$ cat src/rtl/div_pkg.sv
// Shared types and constants for the MIPS DIV/DIVU sequencer.
package div_pkg;

    typedef enum logic [1:0] {
        DIV_IDLE = 2'd0,
        DIV_PREP = 2'd1,
        DIV_ITER = 2'd2,
        DIV_DONE = 2'd3
    } div_state_t;

    localparam int DIV_STEPS = 32;
    localparam int DIV_CNT_W = 5;

endpackage

$ cat src/rtl/div_sequencer_if.sv
// EX-stage divide request/result bundle; master is the pipeline, slave is the sequencer.
interface div_sequencer_if #(
    parameter int WIDTH = 32
);
    logic             start_i;
    logic             signed_i;
    logic [WIDTH-1:0] a_i;
    logic [WIDTH-1:0] b_i;
    logic             annul_i;
    logic             stall_o;
    logic             busy_o;
    logic             hilo_we_o;
    logic [WIDTH-1:0] hi_o;
    logic [WIDTH-1:0] lo_o;

    modport master (
        output start_i, signed_i, a_i, b_i, annul_i,
        input  stall_o, busy_o, hilo_we_o, hi_o, lo_o
    );

    modport slave (
        input  start_i, signed_i, a_i, b_i, annul_i,
        output stall_o, busy_o, hilo_we_o, hi_o, lo_o
    );
endinterface

$ cat src/rtl/div_step.sv
// One radix-2 restoring division step; purely combinational, no latency, no backpressure.
module div_step
    import div_pkg::*;
#(
    parameter int WIDTH = DIV_STEPS
) (
    input  logic [WIDTH-1:0] rem,
    input  logic [WIDTH-1:0] quo,
    input  logic [WIDTH-1:0] divisor,
    output logic [WIDTH-1:0] rem_next,
    output logic [WIDTH-1:0] quo_next,
    output logic             q_bit
);
    logic [WIDTH:0] rem_sh;
    logic [WIDTH:0] trial;

    always_comb begin
        // Keep the bit shifted out of rem so the trial sign is exact at WIDTH+1 bits.
        rem_sh   = {rem, quo[WIDTH-1]};
        trial    = rem_sh - {1'b0, divisor};
        q_bit    = ~trial[WIDTH];
        rem_next = q_bit ? trial[WIDTH-1:0] : rem_sh[WIDTH-1:0];
        quo_next = {quo[WIDTH-2:0], q_bit};
    end
endmodule

$ cat src/rtl/div_sequencer.sv
// DIV/DIVU sequencer: accept, PREP, 32 ITER steps, DONE strobe (34 stall cycles; 1 for divide by zero).
// Backpressure is the stall output itself; annul aborts on the next edge and drops stall/strobe at once.
module div_sequencer
    import div_pkg::*;
#(
    parameter int WIDTH = DIV_STEPS
) (
    input  logic           clk,
    input  logic           resetn,
    div_sequencer_if.slave div
);
    localparam logic [DIV_CNT_W-1:0] LAST_CNT = DIV_CNT_W'(WIDTH - 1);

    div_state_t           state;
    logic [DIV_CNT_W-1:0] cnt;
    logic                 sgn;
    logic                 neg_q;
    logic                 neg_r;
    logic [WIDTH-1:0]     rem;
    logic [WIDTH-1:0]     quo;
    logic [WIDTH-1:0]     divisor;
    logic [WIDTH-1:0]     hi_q;
    logic [WIDTH-1:0]     lo_q;

    logic [WIDTH-1:0]     rem_nx;
    logic [WIDTH-1:0]     quo_nx;
    logic                 q_bit;
    logic [WIDTH-1:0]     quo_fin;
    logic                 a_neg;
    logic                 b_neg;

    div_step #(.WIDTH(WIDTH)) u_step (
        .rem      (rem),
        .quo      (quo),
        .divisor  (divisor),
        .rem_next (rem_nx),
        .quo_next (quo_nx),
        .q_bit    (q_bit)
    );

    assign quo_fin = {quo[WIDTH-2:0], q_bit};
    assign a_neg   = sgn & quo[WIDTH-1];
    assign b_neg   = sgn & divisor[WIDTH-1];

    always_ff @(posedge clk or negedge resetn) begin
        if (!resetn) begin
            state   <= DIV_IDLE;
            cnt     <= '0;
            sgn     <= 1'b0;
            neg_q   <= 1'b0;
            neg_r   <= 1'b0;
            rem     <= '0;
            quo     <= '0;
            divisor <= '0;
            hi_q    <= '0;
            lo_q    <= '0;
        end else if (div.annul_i) begin
            state <= DIV_IDLE;
        end else begin
            case (state)
                DIV_IDLE: begin
                    if (div.start_i) begin
                        sgn     <= div.signed_i;
                        quo     <= div.a_i;
                        divisor <= div.b_i;
                        if (div.b_i == '0) begin
                            hi_q  <= div.a_i;
                            lo_q  <= '1;
                            state <= DIV_DONE;
                        end else begin
                            state <= DIV_PREP;
                        end
                    end
                end
                DIV_PREP: begin
                    // Operands were latched raw; fold signs into magnitudes here.
                    neg_q   <= a_neg ^ b_neg;
                    neg_r   <= a_neg;
                    quo     <= a_neg ? -quo : quo;
                    divisor <= b_neg ? -divisor : divisor;
                    rem     <= '0;
                    cnt     <= '0;
                    state   <= DIV_ITER;
                end
                DIV_ITER: begin
                    rem <= rem_nx;
                    quo <= quo_nx;
                    cnt <= cnt + 1'b1;
                    if (cnt == LAST_CNT) begin
                        lo_q  <= neg_q ? -quo_fin : quo_fin;
                        hi_q  <= neg_r ? -rem_nx : rem_nx;
                        state <= DIV_DONE;
                    end
                end
                DIV_DONE: state <= DIV_IDLE;
                default:  state <= DIV_IDLE;
            endcase
        end
    end

    assign div.stall_o   = resetn & ~div.annul_i &
                           (((state == DIV_IDLE) & div.start_i) |
                            (state == DIV_PREP) | (state == DIV_ITER));
    assign div.busy_o    = (state != DIV_IDLE);
    assign div.hilo_we_o = (state == DIV_DONE) & ~div.annul_i;
    assign div.hi_o      = hi_q;
    assign div.lo_o      = lo_q;
endmodule

$ cat src/flat_wrapper.sv
// flat-port wrapper written by rule: the top's interface ports become plain ports
module div_sequencer_flat import div_pkg::*;
#(
    parameter int WIDTH = DIV_STEPS
)
  (clk, resetn, div_start_i, div_signed_i, div_a_i, div_b_i, div_annul_i, div_stall_o, div_busy_o, div_hilo_we_o, div_hi_o, div_lo_o);
  div_sequencer_if #(.WIDTH(WIDTH)) div_i ();
  input  logic clk;
  input  logic resetn;
  input wire logic [$bits(div_i.start_i)-1:0] div_start_i;
  input wire logic [$bits(div_i.signed_i)-1:0] div_signed_i;
  input wire logic [$bits(div_i.a_i)-1:0] div_a_i;
  input wire logic [$bits(div_i.b_i)-1:0] div_b_i;
  input wire logic [$bits(div_i.annul_i)-1:0] div_annul_i;
  output wire logic [$bits(div_i.stall_o)-1:0] div_stall_o;
  output wire logic [$bits(div_i.busy_o)-1:0] div_busy_o;
  output wire logic [$bits(div_i.hilo_we_o)-1:0] div_hilo_we_o;
  output wire logic [$bits(div_i.hi_o)-1:0] div_hi_o;
  output wire logic [$bits(div_i.lo_o)-1:0] div_lo_o;
  assign div_i.start_i = div_start_i;
  assign div_i.signed_i = div_signed_i;
  assign div_i.a_i = div_a_i;
  assign div_i.b_i = div_b_i;
  assign div_i.annul_i = div_annul_i;
  assign div_stall_o = div_i.stall_o;
  assign div_busy_o = div_i.busy_o;
  assign div_hilo_we_o = div_i.hilo_we_o;
  assign div_hi_o = div_i.hi_o;
  assign div_lo_o = div_i.lo_o;
  div_sequencer #(.WIDTH(WIDTH)) u_core (.clk(clk), .resetn(resetn), .div(div_i));
endmodule
$ cat config.mk
export PLATFORM = sky130hd
export DESIGN_NAME = div_sequencer_flat
export DESIGN_NICKNAME = d
export VERILOG_FILES = /design/src/rtl/div_pkg.sv /design/src/rtl/div_sequencer_if.sv /design/src/rtl/div_step.sv /design/src/rtl/div_sequencer.sv /design/src/flat_wrapper.sv
export SDC_FILE = /design/constraint.sdc
export NUM_CORES = 1
export LEC_CHECK = 0
export ABC_AREA = 0
export BUFFER_PORTS_ARGS = -buffer_cell sky130_fd_sc_hd__buf_4
export CAP_MARGIN = 20
export CORE_UTILIZATION = 55
export DETAILED_ROUTE_END_ITERATION = 10
export MAX_ROUTING_LAYER = met4
export PLACE_DENSITY_LB_ADDON = 0.1
export RECOVER_POWER = 50
export SLEW_MARGIN = 20
export SYNTH_ARGS = -nofsm -noshare
export SYNTH_HDL_FRONTEND = slang
export SYNTH_SLANG_ARGS = --single-unit
export TNS_END_PERCENT = 30
$ cat constraint.sdc
create_clock -name clk -period 11.18 [get_ports clk]
set_input_delay 0 -clock clk [delete_from_list [all_inputs] [get_ports clk]]
set_output_delay 0 -clock clk [all_outputs]
set_load 0.005 [all_outputs]
# Word level (Yosys, flattened, before mapping)

Cells that the tools add are included.

Flip-flop bits (word level): 170
Output and inout port bits: 67

Bitwise logic cells: 11
Equal/unequal tests: 11
Muxes and demuxes: 24
Add/subtract/negate cells: 6
Reductions and logical operators: 14

Operator list:

| operator                                               | count |
|---|---|
| 2-to-1 mux 32 bit                                      | 13 |
| one-hot mux 32 bit (2 select lines)                    | 4 |
| negator 32 bit                                         | 4 |
| one-hot mux 32 bit (3 select lines)                    | 1 |
| subtractor 33 x 32 -> 33 bit                           | 1 |
| logical NOT 32 bit                                     | 1 |
| one-hot mux 5 bit (2 select lines)                     | 1 |
| 2-to-1 mux 2 bit                                       | 4 |
| inequality test 2 x 1 -> 1 bit (second input constant) | 4 |
| one-hot mux 2 bit (4 select lines)                     | 1 |
| AND reduction 4 bit                                    | 2 |
| nonzero test 2 bit                                     | 4 |
| bitwise AND 1 bit                                      | 6 |
| AND reduction 2 bit                                    | 3 |
| adder 5 x 1 -> 5 bit (second input constant)           | 1 |
| equality test 5 bit (second input constant)            | 1 |
| AND reduction 5 bit                                    | 1 |
| equality test 2 bit (second input constant)            | 2 |
| inequality test 3 x 2 -> 1 bit (second input constant) | 1 |
| inequality test 3 bit (second input constant)          | 1 |
| AND reduction 3 bit                                    | 1 |
| nonzero test 3 bit                                     | 1 |
| equality test 2 x 1 -> 1 bit (second input constant)   | 1 |
| logical NOT 2 bit                                      | 1 |
| other kinds (4)                                        | 6 |

# Longest topological paths before layout

Depth in word-level cells: 6
Gate-level depth with buffers: 25
Mapped depth without buffers: 21

# By module

From an unflattened synthesis, not the netlist that was laid out.

Cell total of the unflattened synthesis: 1,533
Area, all modules: 12,748.5 um^2

By module, submodules not included:

| module        | instances | sequential area each (um^2) | area an instance (um^2) | cells an instance |
|---|---|---|---|---|
| div_sequencer | 1         | 4,254.1                     | 10,191.0                | 1,192 |
| div_step      | 1         | 0.0                         | 2,557.5                 | 341 |

# Worst setup path before layout

Ideal clock, no wire load.

Path type: flip-flop to flip-flop
From: register u_core.quo[31]
To: register u_core.hi_q[30] (netlist: u_core.div.hi_o[30])
Stages on the path, launching flop included: 26
Clock period less this slack: 5.327 ns
Setup slack: 5.853 ns
Arrival time: 5.192 ns
Cell sequence: dfrtp_1 -> clkbuf_1 -> inv_1 -> ha_1 -> fa_1 -> nand2b_1 -> a211oi_2 -> o2111ai_1 -> a21o_1 -> o221a_2 -> inv_1 -> clkbuf_1 -> buf_2 -> buf_1 -> nor2_1 -> a21oi_1 -> ha_1 -> nand2_1 -> nor2_1 -> nand3_1 -> and4b_1 -> a41o_1 -> nand3_1 -> o31ai_1 -> xor2_1 -> o21ai_0

Cells in the longest elaborated chain, start to end: 6

RTL lines:

| element                                 | line                | RTL |
|---|---|---|
| from (decl)                             | div_sequencer.sv:20 | `logic [WIDTH-1:0] quo;` |
| from (signal assigned)                  | div_sequencer.sv:64 | `quo <= div.a_i;` |
| from (signal assigned)                  | div_sequencer.sv:79 | `quo <= a_neg ? -quo : quo;` |
| from (signal assigned)                  | div_sequencer.sv:87 | `quo <= quo_nx;` |
| subtractor 33 x 32 -> 33 bit            | div_step.sv:20      | `trial = rem_sh - {1'b0, divisor};` |
| 2-to-1 mux 32 bit (*)                   | div_step.sv:22      | `rem_next = q_bit ? trial[WIDTH-1:0] : rem_sh[WIDTH-1:0];` |
| negator 32 bit                          | div_sequencer.sv:91 | `hi_q <= neg_r ? -rem_nx : rem_nx;` |
| 2-to-1 mux 32 bit (*)                   | div_sequencer.sv:91 |  |
| 2-to-1 mux 32 bit (*)                   | div_sequencer.sv:89 | `if (cnt == LAST_CNT) begin` |
| one-hot mux 32 bit (2 select lines) (*) | div_sequencer.sv:60 | `case (state)` |
| to (signal assigned)                    | div_sequencer.sv:67 | `hi_q <= div.a_i;` |
| to (signal assigned)                    | div_sequencer.sv:91 |  |
| to (decl)                               | div_sequencer.sv:22 | `logic [WIDTH-1:0] hi_q;` |

Every way passes the cells marked *; elsewhere a longest branch is shown, timed or not. The select of a mux whose other input is x is not followed.
A chain may end at the register's enable or synchronous reset.

# Final worst setup path

Same ends and word-level chain as after synthesis.

==> impl_results.md <==
- YS warnings: 0
- Reg area: 4254 sq um
- TritonCTS clock tree: built
- Synth top area share: 33.11%
- Crit path from: u_core.quo[31]
- Starting DRT DRC Count: 1100
- Clock latency on the worst-skew pair: 0.44 ns
- Met3 WL: 2767 um
- Clock sinks: 170
- Leading post-synthesis cells by cell area: dfrtp_1 (33%), o21ai_0 (6.8%), nand2_1 (5.7%)
- Initial antenna violation count: 0
- Highest metal used: met4
- Die height: 154.8 um
- Vias per cell: 6.297
- Leak Pwr: 0.006432 uW
- RSZ-0062 raised after global routing: false
- Routed WL: 42050 um
- HP Class: primary input to flip-flop
- Outcome: finished, violations left
- Global Route Usage Sum: 36.79%
- Total grt overflow: 0
- Total CTS buffers: 17
- Post-Syn Area per Cell: 7.849 sq um
- Clock period minus worst slack: 6.597 ns
- Filler cells: 1998
- Worst Path Required: 11.48 ns
- DP HPWL: 30610 um
- Die W: 154.8 um
- M1 wire length: 17620 um
- Vias in the first global route: 12250
- Clock transition at the registers of the reported paths: 0.07 ns
- Core area: 22780 sq um
- WHS Endpoint: u_core.state[0]
- Post-route ant nets: 0
- CP endpoint kind: flip-flop
- Total number of vias: 13100
- Mapped Cells: 1637
- Hold depth: 4
- Clock H-tree levels: 4
- Starting density of the core: 56.41%
- Reg2Reg Setup Slack: 4.58 ns
- CTS root buf: clkbuf_16
- I/O Buffers: 135
- Peak VDD IR: 0.1666 mV
- Unique cell type count in the Yosys netlist: 81
- First-pass GRT wire length: 66450 um
- Fraction of registers with async set/reset: 100.0%
- Io pins: 136
- Routed WL per cell: 20.21 um
- Fmax: 151.6 MHz
- Final Hold Fails: 0
- Failing checks: max-capacitance violations, max-slew violations
- Largest net degree at the start of global routing: 82
- Sequential share of the synthesized area: 33.11%
- #FFs+latches synth: 170
- RR Endpoint: u_core.div.hi_o[30]
- Final #Nets: 1867
- Share of post-route cells with drive strength above 1: 11.88%
- Max_cap viols: 3
- Max_slew headroom: -157.0%
- Final Max Tran Viols: 176
- Top_reg_cell synth: dfrtp_1
- # DRC: 0
- Post-synth EDFFs: 0
- First-pass DRT Iterations: 5
- Area grow syn2layout: 17.97%
- Type of the worst setup path: flip-flop to flip-flop
- Reg2reg start: u_core.quo[31]
- Hold_ws: 0.2558 ns
- # diodes: 0
- Placer Congestion: 0.9848
- Final setup TNS: 0 ns
- Arrival time of the worst setup path: 6.90 ns
- Clock Skew: 0.01312 ns
- Die footprint: 23980 sq um
- Post-route setup slack: 4.583 ns
- Worst min-delay path startpoint: div_start_i
- Cell count of the worst reg-to-reg path: 22
- Pre-CTS setup slack: 4.715 ns
- Clock Path Buffers: 2
- Worst-path maximum fanout: 52
- Multi-input gate area: 7938 sq um
- Row count: 55
- Tcrit/Tclk final: 59.01%
- Measured slew at the worst slew-check pin: 3.854 ns
- Post-CTS Resized: 0
- Met2 WL: 19650 um
- Synthesized area: 12850 sq um
- Yosys top cell by area: dfrtp_1
- Synth Net Count: 1750
- CP Launch Type: flip-flop
- Final setup viols: 0
- PwrDens: 253.6 nW/um^2
==> metrics by stage <==
stage          power [uW]  cell area (sq um)  utilization (%)  instances
6_report             3843              15160            66.54       2080
5_1_grt              4126              15160            66.54       2080
4_1_cts              3833              15200            66.74       2080
3_5_place_dp         3221              13950            61.24       1980
3_3_place_gp         3180              13950            61.24       1980
2_1_floorplan        2534              12850                -       1637
==> flip-flops by register name, summed over array words and instances, names as in the netlist <==
signal and cells:
u_core.div.hi_o 32, u_core.neg_q 1, u_core.divisor 32, u_core.sgn 1
u_core.quo 32, u_core.rem 32, u_core.neg_r 1, u_core.div.lo_o 32
u_core.state 2, u_core.cnt 5
==> cells in the final DEF, fill, tap and decap left out, drive strengths merged, types with 43 or more instances in the layout <==
cell type,count
dfrtp,170
nor2,131
ha,43
nand3,44
o21ai,177
nand2,194
xor2,58
a21oi,145
buf,86
dlygate4sd3,68
inv,65
clkbuf,84
==> critical path, stage by stage, from the launching register on <==
cell and delay [ns]:
dfrtp_1 0.50, inv_1 0.10, ha_1 0.23, fa_1 0.41, nand2b_1 0.20, a211oi_2 0.49, o2111ai_1 0.35, a211oi_1 0.30
o221a_2 0.21, buf_4 0.54, inv_1 0.46, buf_4 0.41, a21oi_1 0.34, ha_1 0.29, nand2_1 0.12, nor2_1 0.21
nand3_1 0.13, and4b_1 0.27, a41o_1 0.17, nand3_1 0.14, o31ai_1 0.28, xor2_1 0.18, o21ai_0 0.10
==> worst max path at each step <==
| stage | slack, ns | to | cells past startpoint |
|---|---|---|---|
| 6_report | 4.58 | u_core.div.hi_o[30] | 22 |
| 5_1_grt | 4.11 | u_core.div.hi_o[30] | 22 |
| 4_1_cts | 4.68 | u_core.div.hi_o[30] | 22 |
| 2_1_floorplan | 5.85 | u_core.div.hi_o[30] | 25 |
| 3_3_place_gp | 4.99 | u_core.div.hi_o[30] | 22 |
| 3_5_place_dp | 4.71 | u_core.div.hi_o[30] | 22 |
==> power by group <==
group / switching (uW) / internal, uW
Combinational: 1300 / 823
Clock: 289 / 297
Sequential: 280 / 853
Total: 1870 / 1970
==> per-layer routing <==
| layer | GRT usage, % | vias to the layer above |
|---|---|---|
| met5 | - | - |
| met4 | 18.25 | 0 |
| met3 | 4.007 | 104 |
| met2 | 58.28 | 540 |
| met1 | 46.98 | 6249 |
| li1 | - | 6204 |
==> cells in the mapped netlist, drive strengths merged (10+ instances only) <==
| cell type | number |
|---|---|
| nor4 | 24 |
| nor2 | 131 |
| or3 | 30 |
| ha | 43 |
| nor3 | 33 |
| mux2i | 38 |
| o31ai | 26 |
| nand4 | 19 |
| a211oi | 20 |
| clkbuf | 106 |
| nand2b | 11 |
| xor2 | 58 |
| xnor2 | 31 |
| a221oi | 16 |
| o22ai | 23 |
| buf | 17 |
| nand2 | 194 |
| a21o | 21 |
| o211ai | 18 |
| and3 | 16 |
| a21oi | 145 |
| a31oi | 23 |
| inv | 56 |
| a22oi | 10 |
| o21ai | 177 |
| nand3 | 44 |
| dfrtp | 170 |
| and2 | 12 |
==> repair_timing <==
item | in CTS | in global routing
endpoints found under the hold margin | 132 | 0
buffers inserted | 0 | 0
hold buffers | 68 | 0
==> cells by family after synthesis <==
logic type,after synthesis,synth area share [%]
AOI/OAI and AO/OA,559,27.15
and+or+nand+nor,551,20.50
buffers and inverters,180,5.346
DFF,170,33.11
xor gates and xnor gates,89,6.067
muxes,44,3.486
adders and majority gates,44,4.343
==> final cells by class <==
type / instances / area share (%)
multi-input combinational: 1287 / 52.37
sequential: 170 / 28.07
timing repair buffer: 221 / 11.80
clock buffer: 17 / 2.807
tap: 313 / 2.584
inverter: 57 / 1.412
clock inverter: 15 / 0.9658
Note: power is estimated with default switching activity, not from simulation.
